===== src/rtl/aes_job_sequencer.sv =====
// Bus master that expands one 128-bit AES job into the register wrapper's access sequence
// (config, key, init, block, next, poll, readout) and returns the result on valid/ready.
module aes_job_sequencer #(
  parameter logic [7:0] IDLE_ADDR      = 8'hE0,
  parameter int         POLL_GUARD     = 3,
  parameter int         TIMEOUT_CYCLES = 4096
) (
  input  logic         clk,
  input  logic         reset_n,
  input  logic         job_valid,
  output logic         job_ready,
  input  logic [255:0] job_key,
  input  logic         job_keylen,
  input  logic         job_encdec,
  input  logic         job_key_new,
  input  logic [127:0] job_block,
  output logic         res_valid,
  input  logic         res_ready,
  output logic [127:0] res_data,
  output logic         res_err,
  output logic         busy,
  output logic [7:0]   aes_address,
  output logic [15:0]  aes_write_data,
  input  logic [15:0]  aes_read_data
);

  localparam int                CNT_W   = $clog2(TIMEOUT_CYCLES + 1);
  localparam logic [CNT_W-1:0]  GUARD_C = CNT_W'(POLL_GUARD);
  localparam logic [CNT_W-1:0]  TOUT_C  = CNT_W'(TIMEOUT_CYCLES - 1);

  typedef enum logic [3:0] {
    S_IDLE, S_CONFIG, S_LOAD_KEY, S_INIT, S_WAIT_INIT,
    S_LOAD_BLK, S_NEXT, S_WAIT_NEXT, S_READ_RES, S_RESP
  } state_t;

  state_t             state_q;
  logic [255:0]       key_q;
  logic [127:0]       blk_q;
  logic               keylen_q;
  logic               key_new_q;
  logic               key_loaded_q;
  logic               last_keylen_q;
  logic [3:0]         idx_q;
  logic [CNT_W-1:0]   cnt_q;
  logic               job_ready_q;
  logic               res_valid_q;
  logic [127:0]       res_data_q;
  logic               res_err_q;
  logic               busy_q;
  logic [7:0]         addr_q;
  logic [15:0]        wdata_q;

  logic               need_key_d;
  logic [3:0]         key_last_d;
  logic [3:0]         idx_inc_d;
  logic               guard_ok_d;
  logic               poll_to_d;

  // A stale or mismatched expanded key in the core must never be reused.
  assign need_key_d = key_new_q | ~key_loaded_q | (keylen_q != last_keylen_q);
  assign key_last_d = keylen_q ? 4'd15 : 4'd7;
  assign idx_inc_d  = idx_q + 4'd1;
  assign guard_ok_d = cnt_q >= GUARD_C;
  assign poll_to_d  = cnt_q == TOUT_C;

  assign job_ready      = job_ready_q;
  assign res_valid      = res_valid_q;
  assign res_data       = res_data_q;
  assign res_err        = res_err_q;
  assign busy           = busy_q;
  assign aes_address    = addr_q;
  assign aes_write_data = wdata_q;

  always_ff @(posedge clk or negedge reset_n) begin
    if (!reset_n) begin
      state_q       <= S_IDLE;
      key_q         <= '0;
      blk_q         <= '0;
      keylen_q      <= 1'b0;
      key_new_q     <= 1'b0;
      key_loaded_q  <= 1'b0;
      last_keylen_q <= 1'b0;
      idx_q         <= '0;
      cnt_q         <= '0;
      job_ready_q   <= 1'b1;
      res_valid_q   <= 1'b0;
      res_data_q    <= '0;
      res_err_q     <= 1'b0;
      busy_q        <= 1'b0;
      addr_q        <= IDLE_ADDR;
      wdata_q       <= '0;
    end else begin
      // The wrapper has no strobe, so the bus parks on the unmapped address unless overridden.
      addr_q  <= IDLE_ADDR;
      wdata_q <= '0;
      unique case (state_q)
        S_IDLE: begin
          if (job_valid) begin
            key_q       <= job_key;
            blk_q       <= job_block;
            keylen_q    <= job_keylen;
            key_new_q   <= job_key_new;
            res_err_q   <= 1'b0;
            job_ready_q <= 1'b0;
            busy_q      <= 1'b1;
            addr_q      <= {6'b010000, job_keylen, job_encdec};
            state_q     <= S_CONFIG;
          end
        end
        S_CONFIG: begin
          idx_q <= '0;
          if (need_key_d) begin
            addr_q  <= 8'h00;
            wdata_q <= key_q[255:240];
            key_q   <= key_q << 16;
            state_q <= S_LOAD_KEY;
          end else begin
            addr_q  <= 8'h10;
            wdata_q <= blk_q[127:112];
            blk_q   <= blk_q << 16;
            state_q <= S_LOAD_BLK;
          end
        end
        S_LOAD_KEY: begin
          if (idx_q == key_last_d) begin
            addr_q  <= 8'h81;
            state_q <= S_INIT;
          end else begin
            idx_q   <= idx_inc_d;
            addr_q  <= {4'h0, idx_inc_d};
            wdata_q <= key_q[255:240];
            key_q   <= key_q << 16;
          end
        end
        S_INIT: begin
          addr_q  <= 8'h60;
          cnt_q   <= '0;
          state_q <= S_WAIT_INIT;
        end
        S_WAIT_INIT: begin
          cnt_q <= cnt_q + 1'b1;
          if (guard_ok_d && aes_read_data[0]) begin
            key_loaded_q  <= 1'b1;
            last_keylen_q <= keylen_q;
            idx_q         <= '0;
            addr_q        <= 8'h10;
            wdata_q       <= blk_q[127:112];
            blk_q         <= blk_q << 16;
            state_q       <= S_LOAD_BLK;
          end else if (poll_to_d) begin
            key_loaded_q <= 1'b0;
            res_err_q    <= 1'b1;
            res_data_q   <= '0;
            res_valid_q  <= 1'b1;
            state_q      <= S_RESP;
          end else begin
            addr_q <= 8'h60;
          end
        end
        S_LOAD_BLK: begin
          if (idx_q == 4'd7) begin
            addr_q  <= 8'h82;
            state_q <= S_NEXT;
          end else begin
            idx_q   <= idx_inc_d;
            addr_q  <= {4'h1, idx_inc_d};
            wdata_q <= blk_q[127:112];
            blk_q   <= blk_q << 16;
          end
        end
        S_NEXT: begin
          addr_q  <= 8'h60;
          cnt_q   <= '0;
          state_q <= S_WAIT_NEXT;
        end
        S_WAIT_NEXT: begin
          cnt_q <= cnt_q + 1'b1;
          if (guard_ok_d && (aes_read_data[1:0] == 2'b11)) begin
            idx_q   <= '0;
            addr_q  <= 8'h20;
            state_q <= S_READ_RES;
          end else if (poll_to_d) begin
            key_loaded_q <= 1'b0;
            res_err_q    <= 1'b1;
            res_data_q   <= '0;
            res_valid_q  <= 1'b1;
            state_q      <= S_RESP;
          end else begin
            addr_q <= 8'h60;
          end
        end
        S_READ_RES: begin
          // Words arrive MSB first, so shifting left leaves word 0 in the top slot.
          res_data_q <= {res_data_q[111:0], aes_read_data};
          if (idx_q == 4'd7) begin
            res_valid_q <= 1'b1;
            state_q     <= S_RESP;
          end else begin
            idx_q  <= idx_inc_d;
            addr_q <= {4'h2, idx_inc_d};
          end
        end
        S_RESP: begin
          if (res_ready) begin
            res_valid_q <= 1'b0;
            job_ready_q <= 1'b1;
            busy_q      <= 1'b0;
            state_q     <= S_IDLE;
          end
        end
        default: state_q <= S_IDLE;
      endcase
    end
  end

endmodule


===== config.mk =====
export PLATFORM = sky130hd
export DESIGN_NAME = aes_job_sequencer
export DESIGN_NICKNAME = d
export VERILOG_FILES = /design/src/rtl/aes_job_sequencer.sv
export SDC_FILE = /design/constraint.sdc
export NUM_CORES = 1
export LEC_CHECK = 0
export ABC_CLOCK_PERIOD_IN_PS = 3100
export BUFFER_PORTS_ARGS = -buffer_cell sky130_fd_sc_hd__buf_2
export CAP_MARGIN = 10
export CORE_MARGIN = 8
export CORE_UTILIZATION = 57
export CTS_BUF_LIST = sky130_fd_sc_hd__clkbuf_2 sky130_fd_sc_hd__clkbuf_4 sky130_fd_sc_hd__clkbuf_8
export DETAILED_ROUTE_END_ITERATION = 16
export PLACE_DENSITY_LB_ADDON = 0.3
export SLEW_MARGIN = 20
export SYNTH_ARGS = -nofsm -noshare
export SYNTH_HDL_FRONTEND = slang
export SYNTH_SLANG_ARGS = --single-unit

===== constraint.sdc =====
create_clock -name clk -period 3.1 [get_ports clk]
set_input_delay 0.465 -clock clk [delete_from_list [all_inputs] [get_ports clk]]
set_output_delay 0.465 -clock clk [all_outputs]
set_load 0.05 [all_outputs]

==> flow_summary.ini <==
[worst_setup_path]
start_kind = flop
crit_buf_inv = 1
criticalPathCategory = reg -> reg
path_cells = ha_1 > nor4_2 > a41oi_2 > a21o_1 > nor2_4 > buf_12 > o21ai_0
slowest_stage = dfrtp_1
critPathTopFamily = compound AO/OA/AOI/OAI gates
required_ns = 3.60
endpoint_kind = flop
arrival_ns = 3.09
worstPathMaxFanout = 129
slowest_delay_ns = 0.41

[synth]
syn_area_per_cell_um2 = 10.9
synth_fp_nets = 2819
synth_area_leader_cell = dfrtp_1
async_flop_share_pct = 100
synth_xor_area_share_pct = 0.268
synthMuxAreaShare_pct = 20.4
syn_area_mm2 = 0.0262
synth_top_area_share_pct = 53.6
ys_warn_count = 0
ys_seq_area_share_pct = 54.0
synthAdderAreaFrac_pct = 0.0956
ys_seq_elements = 565
synth-main-ff-cell = dfrtp_1
yosys-top-cells-area = dfrtp_1 (54%), mux2i_1 (9.9%), nand2_1 (8.4%)
yosys.area_share.simple_pct = 10.6
ys_types = 68
synth_top_family_by_area = multiplexers
synth_compound_area_share_pct = 10.2
synth_edf_count = 0
netlist_instances = 2410

[clocking]
cts_resized = 0
hold_buffers = 30
clkLatencyLatePin_ns = 0.65
clockBufferDepth = 3
cts_tree = done
postCtsSetupBuffers = 0
cts-root-buf = clkbuf_8
cts_max_level = 3
path_clk_slew_ns = 0.06
cts_buffers = 93
clock-sinks = 565

[finish]
fin_nets = 3393
regArea_mm2 = 0.0141
multi_input_area_mm2 = 0.0109
drive_above_1_share_pct = 33.1
layout.cells.non_filler = 3670
fin_util_pct = 70.3
areaGrowthSynthToFinish_pct = 21.9
fillers = 3248

[floorplanning]
die_h_um = 230
fp.coreArea_mm2 = 0.0454
die_area_mm2 = 0.0530
rows = 78
io_pins = 563
start_util_pct = 57.7
dieWidth_um = 230

[timing]
maxSlewViolCount = 0
fmax_ghz = 0.385
period_minus_slack_ns = 2.60
rsz0062_at_grt = no
setup_tns_ns = 0
hold_viol_final = 0
maxSlewHeadroom_pct = 55.0
fin_skew_ns = 0.0229
fin_crit_sh_pct = 83.7
setup_viol = 0
tightest_slew_ns = 0.673

[power_and_ir_drop]
power_density_mw_per_mm2 = 1070
leakagePower_uw = 0.0161
total_power_uw = 34000
peakVddDrop_v = 0.000658

[placed_design]
dp.cells = 3459
io_buffers = 562
hpwl_mm = 54.1
gp_congestion = 0.908

[min_path]
hold_class = in -> reg

[detailed_routing]
drt_wl_total_mm = 74.8
first_pass_iters = 7
vias = 20131
drt_iter0_markers = 1568
drc_errors = 0
wl_per_cell_um = 20.4
routed_via_density = 5.49
ant_nets = 0

[grt]
first_global_vias = 20847
grt_pass1_wl_mm = 116
grt_max_degree = 130
antenna_found_initial = 23
track_usage_pct = 27.5
grt_overflow = 0

[job]
max-cap-violations = 0

[outcome]
status = finished clean
==> path summary, 6_finish.rpt <==
path	startpoint	to	slack [ns]	depth (start not counted)
min in group asynchronous	reset_n	blk_q[31]	0.36	2
setup / recovery	cnt_q[0]	res_data[29]	0.50	7
hold / removal	aes_read_data[10]	res_data[10]	0.07	3
max in group asynchronous	reset_n	key_q[92]	1.66	3
hold reg to reg	job_ready	job_ready	0.48	2
setup reg to reg	cnt_q[0]	res_data[29]	0.50	7
==> flip-flops by register name (all words and copies together), names as in the netlist <==
name            cells
key_q             256
blk_q             128
res_data          128
aes_write_data     16
cnt_q              13
aes_address         8
idx_q               4
state_q             4
busy                1
job_ready           1
key_loaded_q        1
key_new_q           1
keylen_q            1
last_keylen_q       1
res_err             1
res_valid           1
==> through the flow <==
step / hold WS [ns] / instance area, um^2 / worst slack (ns)
floorplan: 0.169 / 26200 / 0.852
global placement: 0.449 / 29500 / 0.626
detailed placement: 0.462 / 29500 / 0.555
CTS: 0.000764 / 31900 / 0.522
global route: 0.0412 / 31900 / 0.275
finish: 0.0707 / 31900 / 0.505
==> kinds of logic after synthesis <==
kind of cell	Yosys count
AND/OR/NAND/NOR	681
adder cells (fa/ha/maj)	2
buffers and inverters	192
flip-flops	565
XOR/XNOR	8
multiplexers	470
AO/OA/AOI/OAI	492
==> cells in the final DEF (no fill, tap or decap), drive strengths merged, types with 5 or more instances in the layout <==
cell,instances
clkbuf,155
clkinv,7
inv,20
nand2,589
diode,16
o21ai,421
and2,6
nand2b,5
a22o,19
mux2i,260
nor3,7
dlygate4sd3,30
nor4,5
buf,621
a21oi,16
xnor2,5
nand3,9
dfrtp,561
mux2,210
nor2,30
a21o,5
nor2b,6
==> worst register-to-register path: cells and delay by family (launching register included) <==
kind / cells / cell delay [ns]
adder cells (fa/ha/maj): 1 / 0.27
AND/OR/NAND/NOR: 2 / 0.51
flip-flops: 1 / 0.41
buffers and inverters: 1 / 0.37
AO/OA/AOI/OAI: 3 / 0.89
==> layout make-up <==
class,instances,area share (%)
sequential,565,44.3
multi-input combinational,1653,34.2
timing repair buffer,651,12.3
clock buffer,155,6.06
tap,600,2.35
clock inverter,10,0.322
inverter,20,0.235
antenna,16,0.126
==> cell usage after synthesis, types with 3 or more instances <==
cell / number
clkbuf_2: 8
o21ai_0: 310
a31oi_1: 3
buf_6: 23
nand4_1: 3
buf_12: 11
nand3_1: 9
nand2_1: 588
nor3_1: 6
o21ai_1: 110
mux2i_1: 260
mux2_1: 4
and3_1: 4
dfrtp_1: 561
nor2b_1: 6
a211oi_1: 4
nor2_1: 29
a22o_1: 19
or3_1: 3
nand2b_1: 5
xor2_1: 3
clkbuf_1: 75
mux2_2: 106
buf_1: 4
a21o_1: 5
nor4_2: 3
buf_2: 50
a21oi_1: 16
dfstp_2: 4
and4_1: 3
xnor2_1: 5
o21a_1: 3
mux2_4: 100
and2_1: 6
inv_1: 20
==> report_power, final <==
part | internal (uW) | switching, uW | leakage [uW] | total (uW)
logic | 7070 | 7980 | 0.00843 | 15100
clock network | 4070 | 2930 | 0.00109 | 7010
registers | 10300 | 1720 | 0.00659 | 12000
total | 21400 | 12600 | 0.0161 | 34000
==> layer usage <==
layer	GRT usage [%]	part of all wire, %	wire length (um)
met3	8.51	8.0	5940
met4	11.4	3.4	2510
met1	34.6	41	30400
met5	0	0.16	120
met2	43.8	48	35700
Power figures use the tool's default switching activity.
